## src/rtl/ddr_ahb_pkg.sv

```systemverilog
// Shared AHB-Lite encodings and FSM state type for the DDR CSR bank.
package ddr_ahb_pkg;

  typedef enum logic [1:0] {
    HTRANS_IDLE   = 2'd0,
    HTRANS_BUSY   = 2'd1,
    HTRANS_NONSEQ = 2'd2,
    HTRANS_SEQ    = 2'd3
  } htrans_e;

  localparam logic [1:0] HRESP_OKAY  = 2'b00;
  localparam logic [1:0] HRESP_ERROR = 2'b01;

  localparam logic [2:0] HSIZE_BYTE  = 3'd0;
  localparam logic [2:0] HSIZE_HALF  = 3'd1;
  localparam logic [2:0] HSIZE_WORD  = 3'd2;
  localparam logic [2:0] HSIZE_DWORD = 3'd3;

  typedef enum logic [1:0] {
    ST_IDLE = 2'd0,
    ST_WAIT = 2'd1,
    ST_ERR1 = 2'd2,
    ST_ERR2 = 2'd3
  } state_e;

endpackage

```

## src/rtl/ddr_ahb_byte_strobe.sv

```systemverilog
// Byte-lane enables and size/alignment checks for one AHB address phase.
module ddr_ahb_byte_strobe
  import ddr_ahb_pkg::*;
#(
  parameter int NB = 4,
  parameter int LB = 2
) (
  input  logic [LB-1:0] addr,
  input  logic [2:0]    hsize,
  output logic [NB-1:0] strobe,
  output logic          misaligned,
  output logic          size_err
);

  always_comb begin
    strobe     = '0;
    misaligned = 1'b0;
    size_err   = (hsize > 3'(LB));
    for (int b = 0; b < NB; b++) begin
      if ((b >= int'(addr)) && (b < int'(addr) + (1 << hsize)))
        strobe[b] = 1'b1;
    end
    for (int i = 0; i < LB; i++) begin
      if ((i < int'(hsize)) && addr[i])
        misaligned = 1'b1;
    end
    // oversize transfers are rejected, so never let them enable lanes
    if (size_err)
      strobe = '0;
  end

endmodule

```

## src/rtl/ddr_ahb_csr_bank.sv

```systemverilog
// AHB-Lite config/status register bank for DDR control, with wait states,
// byte strobes, two-cycle ERROR responses and per-register commit pulses.
//
// state   | meaning
// IDLE    | no stalled data phase; an OKAY phase with zero wait states completes here
// WAIT    | OKAY data phase stalled; completes when the down-counter reaches zero
// ERR1    | first ERROR cycle, hready low, address phases ignored
// ERR2    | second ERROR cycle, hready high, new transfer may be accepted
module ddr_ahb_csr_bank
  import ddr_ahb_pkg::*;
#(
  parameter int AWIDTH      = 32,
  parameter int DWIDTH      = 32,
  parameter int NUM_CFG     = 8,
  parameter int NUM_STA     = 4,
  parameter int WAIT_STATES = 0,
  parameter logic [NUM_CFG*DWIDTH-1:0] CFG_RESET_VAL = '0
) (
  input  logic                                      i_hclk,
  input  logic                                      i_hreset,
  input  logic [AWIDTH-1:0]                         i_haddr,
  input  logic                                      i_hwrite,
  input  logic                                      i_hsel,
  input  logic [DWIDTH-1:0]                         i_hwdata,
  input  logic [1:0]                                i_htrans,
  input  logic [2:0]                                i_hsize,
  input  logic [2:0]                                i_hburst,
  input  logic                                      i_hreadyin,
  output logic                                      o_hready,
  output logic [DWIDTH-1:0]                         o_hrdata,
  output logic [1:0]                                o_hresp,
  output logic [NUM_CFG*DWIDTH-1:0]                 o_cfg,
  output logic [NUM_CFG-1:0]                        o_cfg_wr_pulse,
  input  logic [((NUM_STA > 0) ? NUM_STA : 1)*DWIDTH-1:0] i_sta
);

  localparam int NB   = DWIDTH / 8;
  localparam int LB   = $clog2(NB);
  localparam int IDXW = AWIDTH - LB;
  localparam int NREG = NUM_CFG + NUM_STA;
  localparam int IW   = (NREG > 1) ? $clog2(NREG) : 1;
  localparam int CW   = (WAIT_STATES > 0) ? $clog2(WAIT_STATES + 1) : 1;

  state_e            state_q, state_n;
  logic [CW-1:0]     cnt_q, cnt_n;
  logic              ok_pend_q, ok_pend_n;
  logic              write_q;
  logic [IW-1:0]     idx_q;
  logic [NB-1:0]     strobe_q;
  logic [DWIDTH-1:0] cfg_q [NUM_CFG];
  logic [NUM_CFG-1:0] pulse_q;

  logic [IDXW-1:0]   a_idx;
  logic [NB-1:0]     lane_strobe;
  logic              misaligned, size_err, mapped, sta_wr, legal;
  logic              hready, accept, complete, commit;
  logic [DWIDTH-1:0] rd_word;
  logic              unused_bits;

  assign unused_bits = ^{i_hburst, i_htrans[0]};

  ddr_ahb_byte_strobe #(.NB(NB), .LB(LB)) u_strobe (
    .addr       (i_haddr[LB-1:0]),
    .hsize      (i_hsize),
    .strobe     (lane_strobe),
    .misaligned (misaligned),
    .size_err   (size_err)
  );

  assign a_idx  = i_haddr[AWIDTH-1:LB];
  assign mapped = (a_idx < IDXW'(NREG));
  assign sta_wr = i_hwrite && (a_idx >= IDXW'(NUM_CFG));
  assign legal  = mapped && !sta_wr && !size_err && !misaligned;

  assign hready = (state_q == ST_ERR1) ? 1'b0 :
                  (state_q == ST_WAIT) ? (cnt_q == '0) : 1'b1;
  assign accept   = i_hsel && i_htrans[1] && i_hreadyin && hready;
  assign complete = ok_pend_q && hready;
  assign commit   = complete && write_q;

  always_ff @(posedge i_hclk) begin
    if (!i_hreset) begin
      state_q   <= ST_IDLE;
      cnt_q     <= '0;
      ok_pend_q <= 1'b0;
      write_q   <= 1'b0;
      idx_q     <= '0;
      strobe_q  <= '0;
    end else begin
      state_q   <= state_n;
      cnt_q     <= cnt_n;
      ok_pend_q <= ok_pend_n;
      if (accept) begin
        write_q  <= i_hwrite;
        idx_q    <= a_idx[IW-1:0];
        strobe_q <= lane_strobe;
      end
    end
  end

  always_comb begin
    state_n   = state_q;
    cnt_n     = cnt_q;
    ok_pend_n = ok_pend_q;
    case (state_q)
      ST_IDLE: state_n = ST_IDLE;
      ST_WAIT: begin
        if (cnt_q != '0) cnt_n = cnt_q - 1'b1;
        else             state_n = ST_IDLE;
      end
      ST_ERR1: state_n = ST_ERR2;
      ST_ERR2: state_n = ST_IDLE;
      default: state_n = ST_IDLE;
    endcase
    if (complete)
      ok_pend_n = 1'b0;
    // a new address phase overrides whatever the finishing phase chose
    if (accept) begin
      if (!legal) begin
        state_n   = ST_ERR1;
        ok_pend_n = 1'b0;
      end else begin
        ok_pend_n = 1'b1;
        if (WAIT_STATES > 0) begin
          state_n = ST_WAIT;
          cnt_n   = CW'(WAIT_STATES);
        end else begin
          state_n = ST_IDLE;
        end
      end
    end
  end

  always_ff @(posedge i_hclk) begin
    if (!i_hreset) begin
      for (int k = 0; k < NUM_CFG; k++)
        cfg_q[k] <= CFG_RESET_VAL[k*DWIDTH +: DWIDTH];
      pulse_q <= '0;
    end else begin
      pulse_q <= '0;
      if (commit) begin
        for (int k = 0; k < NUM_CFG; k++) begin
          if (idx_q == IW'(k)) begin
            pulse_q[k] <= 1'b1;
            for (int b = 0; b < NB; b++)
              if (strobe_q[b]) cfg_q[k][b*8 +: 8] <= i_hwdata[b*8 +: 8];
          end
        end
      end
    end
  end

  always_comb begin
    rd_word = '0;
    for (int k = 0; k < NUM_CFG; k++)
      if (idx_q == IW'(k)) rd_word = cfg_q[k];
    for (int k = 0; k < NUM_STA; k++)
      if (idx_q == IW'(NUM_CFG + k)) rd_word = i_sta[k*DWIDTH +: DWIDTH];
  end

  for (genvar k = 0; k < NUM_CFG; k++) begin : g_cfg_out
    assign o_cfg[k*DWIDTH +: DWIDTH] = cfg_q[k];
  end

  assign o_hready       = hready;
  assign o_hresp        = ((state_q == ST_ERR1) || (state_q == ST_ERR2)) ? HRESP_ERROR : HRESP_OKAY;
  assign o_hrdata       = (complete && !write_q) ? rd_word : '0;
  assign o_cfg_wr_pulse = pulse_q;

endmodule

```

## config.mk

```make
export PLATFORM = sky130hd
export DESIGN_NAME = ddr_ahb_csr_bank
export DESIGN_NICKNAME = d
export VERILOG_FILES = /design/src/rtl/ddr_ahb_pkg.sv /design/src/rtl/ddr_ahb_byte_strobe.sv /design/src/rtl/ddr_ahb_csr_bank.sv
export SDC_FILE = /design/constraint.sdc
export NUM_CORES = 1
export LEC_CHECK = 0
export ABC_AREA = 1
export CAP_MARGIN = 20
export CORE_AREA = 2 2 238 146
export CTS_CLUSTER_DIAMETER = 60
export DETAILED_ROUTE_END_ITERATION = 10
export DIE_AREA = 0 0 240 148
export GPL_TIMING_DRIVEN = 0
export PLACE_DENSITY = 0.84
export SYNTH_ARGS = -nofsm -noshare
export SYNTH_HDL_FRONTEND = slang
export SYNTH_SLANG_ARGS = --single-unit
```

## constraint.sdc

```tcl
create_clock -name i_hclk -period 2.2 [get_ports i_hclk]
set_clock_uncertainty 0.1 [all_clocks]
set_input_delay 0.33 -clock i_hclk [delete_from_list [all_inputs] [get_ports i_hclk]]
set_output_delay 0.33 -clock i_hclk [all_outputs]
set_load 0.01 [all_outputs]
```

==> results.toml <==
[floorplanning]
io_pins = 504
die-area_um2 = 35500
fp.coreArea_um2 = 33300
chipWidth_um = 240
initial_standard_cell_utilization_of_the_core_pct = 39.6
die_height_um = 148
row_count = 52

[clock_network]
cts_root_buffer = "sky130_fd_sc_hd__clkbuf_16"
tritoncts_num_sinks = 276
insertion_delay_ps = 550
cts_tree = "yes"
clockBufferDepth = 3
clock_tree.htree_level_count = 1
clk_pin_slew_worst_paths_ps = 60
cts-buffers-inserted = 29

[sta]
timing.max_slew.rel_slack_pct = 36.1
worst_setup_slack_final_ps = -870
fin_crit_ps = 3070
final_max_slew_viol_count = 0
setup_total_negative_slack_ps = -23990
rsz0062_at_grt = "true"
fmax_mhz = 326
worst_slew_pin_slew_ps = 959
timing_hold_violations_final = 0
setup_viol = 32
min_period_over_period_pct = 140

[final_layout]
layout.nets = 2274
multi_input_area_um2 = 5250
share_of_final_layout_standard_cells_stronger_than_drive_strength_1_pct = 19.9
seqCellArea_um2 = 8100
synthToLayoutAreaGrowth_pct = 61.7
post-route-cell-area_um2 = 21300
final_cells = 2550
final.fill_count = 2624

[setup_path]
timing.critical_path.fanout_max = 6
startpoint_type = "register"
worst_ep_required_ps = 1770
setup.worst_path.class = "register to output pin"
arrival_ps = 2640
cp-end-kind = "output pin"

[power]
power_density_nw_per_um2 = 629
leakage_nw = 8.73
ir_worst_vdd_uv = 612

[logic_synthesis]
mappedNetlistNets = 1702
yosys-top-cells-area = "sky130_fd_sc_hd__edfxtp_1 (58%), sky130_fd_sc_hd__nand2_1 (12%), sky130_fd_sc_hd__nor2_1 (10%)"
syn_avg_cell_area_um2 = 8.82
synth_top_area_cell = "sky130_fd_sc_hd__edfxtp_1"
syn-instance-count = 1494
postSynthRegisterBits = 276
yosysTopAreaCellShare_pct = 58.3
synth_ff_type = "sky130_fd_sc_hd__edfxtp_1"
yosysWarnings = 0
synthTopCellsByCount = "sky130_fd_sc_hd__nand2_1 (418), sky130_fd_sc_hd__nor2_1 (357), sky130_fd_sc_hd__edfxtp_1 (256)"
synth_area_um2 = 13200
most_frequently_used_cell_type_in_the_post_synthesis_netlist = "sky130_fd_sc_hd__nand2_1"
post_synth_num_cell_types = 31
seq_area_frac_synth_pct = 61.4
async_reset_ff_share_pct = 0
post_synth_edffs = 256

[drt]
dr.first_iter.drc_count = 2014
drt_pass1_iterations = 6
viasPerCell = 5.46
routed-via-count = 13900
routedWlPerCell_um = 25.5
finalWirelength_mm = 65.0
drc_errors = 0
postRouteAntennaNets = 0

[grt]
global_router_s_overall_resource_usage_pct = 35.4
grt_start_max_net_pins = 15
grt.overflow.total = 0
first_pass_grt_wire_length_mm = 90.3
antenna_violations_before_repair = 3
first_global_vias = 13400

[placement]
gpl_congestion = 1.01
place.port_buffers = 497
placed_area_um2 = 18800
dp.final_hpwl_mm = 50.4
placed_cells = 2457

[flow_run]
cap_violations = 0

[outcome]
outcome = "complete, but fails checks"
failed_checks = "setup timing"

[worst_hold_path]
worstHoldPathType = "input port to register"
## power breakdown
group,switching [mW],total [mW],internal (mW),leakage (nW)
combinational,1.22,2.23,1.01,5.47
sequential,0.157,6.10,5.94,2.78
clock,2.14,5.08,2.94,0.474
## registers in the layout, indices dropped and copies added, names as in the netlist
register	count
idx_q	4
write_q	1
cfg_q	256
strobe_q	4
o_cfg_wr_pulse	8
state_q	2
ok_pend_q	1
## placed cells by master (no fill, tap or decap), types with 5 or more instances in the layout
cell type	n
sky130_fd_sc_hd__nand2_2	73
sky130_fd_sc_hd__clkbuf_16	29
sky130_fd_sc_hd__clkdlybuf4s50_1	465
sky130_fd_sc_hd__a21oi_1	49
sky130_fd_sc_hd__clkbuf_1	14
sky130_fd_sc_hd__nand3_2	14
sky130_fd_sc_hd__nand3_4	9
sky130_fd_sc_hd__nor4_1	5
sky130_fd_sc_hd__nor2_4	31
sky130_fd_sc_hd__nand3_1	25
sky130_fd_sc_hd__nand2_1	311
sky130_fd_sc_hd__inv_1	116
sky130_fd_sc_hd__edfxtp_1	256
sky130_fd_sc_hd__nand4_1	62
sky130_fd_sc_hd__clkinv_2	7
sky130_fd_sc_hd__o21ai_2	6
sky130_fd_sc_hd__o21ai_0	15
sky130_fd_sc_hd__or2_2	27
sky130_fd_sc_hd__nor2_1	316
sky130_fd_sc_hd__buf_2	19
sky130_fd_sc_hd__clkinv_1	5
sky130_fd_sc_hd__inv_4	5
sky130_fd_sc_hd__buf_12	8
sky130_fd_sc_hd__dfxtp_1	16
sky130_fd_sc_hd__buf_8	8
sky130_fd_sc_hd__nand2_4	34
sky130_fd_sc_hd__nor2_2	16
sky130_fd_sc_hd__clkbuf_2	12
sky130_fd_sc_hd__inv_6	5
sky130_fd_sc_hd__buf_4	34
sky130_fd_sc_hd__clkbuf_4	8
sky130_fd_sc_hd__inv_2	24
sky130_fd_sc_hd__buf_6	22
## path summary, 6_finish.rpt
path / start / to / slack, ps / depth (start not counted)
worst max register to register: state_q[1]$_SDFF_PN0_ / cfg_q[1][63]$_SDFFCE_PN0P_ / 10 / 9
worst min-delay path: i_haddr[3] / idx_q[1]$_SDFFE_PN0P_ / 370 / 3
worst min register to register: strobe_q[0]$_SDFFE_PN0P_ / strobe_q[0]$_SDFFE_PN0P_ / 380 / 2
worst max-delay path: idx_q[1]$_SDFFE_PN0P_ / o_hrdata[17] / -870 / 15
## metrics by stage
step                      hold WS [ps]  util (%)  total power, mW  setup WS (ps)
after floorplan                    345         -             6.76           84.6
final                              374      64.0             13.4           -870
after detailed placement           364      56.3             8.02          -1090
after CTS                          355      63.2             13.3           -834
after global routing               405      64.0             13.7           -958
after global placement             358      56.2             7.99          -1060
## worst max-delay path: stages, from the launching register on
cell                      delay [ps]
sky130_fd_sc_hd__dfxtp_4         420
sky130_fd_sc_hd__inv_6            60
sky130_fd_sc_hd__nand2_4          80
sky130_fd_sc_hd__nor2_4           70
sky130_fd_sc_hd__buf_6           130
sky130_fd_sc_hd__buf_8           130
sky130_fd_sc_hd__buf_6           110
sky130_fd_sc_hd__nand2_2          40
sky130_fd_sc_hd__nand4_1         230
sky130_fd_sc_hd__nor2_4          230
sky130_fd_sc_hd__nand4_1         160
sky130_fd_sc_hd__nand2_1         110
sky130_fd_sc_hd__nand3_1          70
sky130_fd_sc_hd__nand2_1          70
sky130_fd_sc_hd__inv_2            50
sky130_fd_sc_hd__buf_6           110
## kinds of logic (layout without fill, tap and decap cells)
family | after synthesis | count (layout) | share of synthesized area, %
compound gates | 78 | 78 | 3.04
fa+ha+maj | 3 | 3 | 0.342
buf+inv | 202 | 797 | 5.98
flops | 276 | 276 | 61.4
other cells | 1 | 3 | 0.0285
simple gates | 934 | 934 | 29.2
## routing by layer
layer / part of all wire [%] / GRT usage, %
met1: 37 / 46.1
met2: 45 / 56.7
met3: 13 / 9.56
met4: 4.9 / 13.1
met5: 0.020 / 0
## what timing repair did
| action | in CTS | in global routing |
|---|---|---|
| endpoints found under the setup margin | 293 | 231 |
| buffers inserted | 33 | 2 |
| pin swaps | 136 | 95 |
| hold buffers | 0 | 0 |
| cloned | 4 | 0 |
| resized for setup | 449 | 86 |
## cell type report
cell class | count | area share, %
timing repair buffer | 541 | 25.3
antenna | 2 | 0.0235
tap | 459 | 2.70
inverter | 149 | 2.74
clock buffer | 35 | 3.56
multi-input combinational | 1016 | 24.6
sequential | 276 | 38.0
buffer | 53 | 2.00
clock inverter | 19 | 0.981
Power figures use the tool's default switching activity.
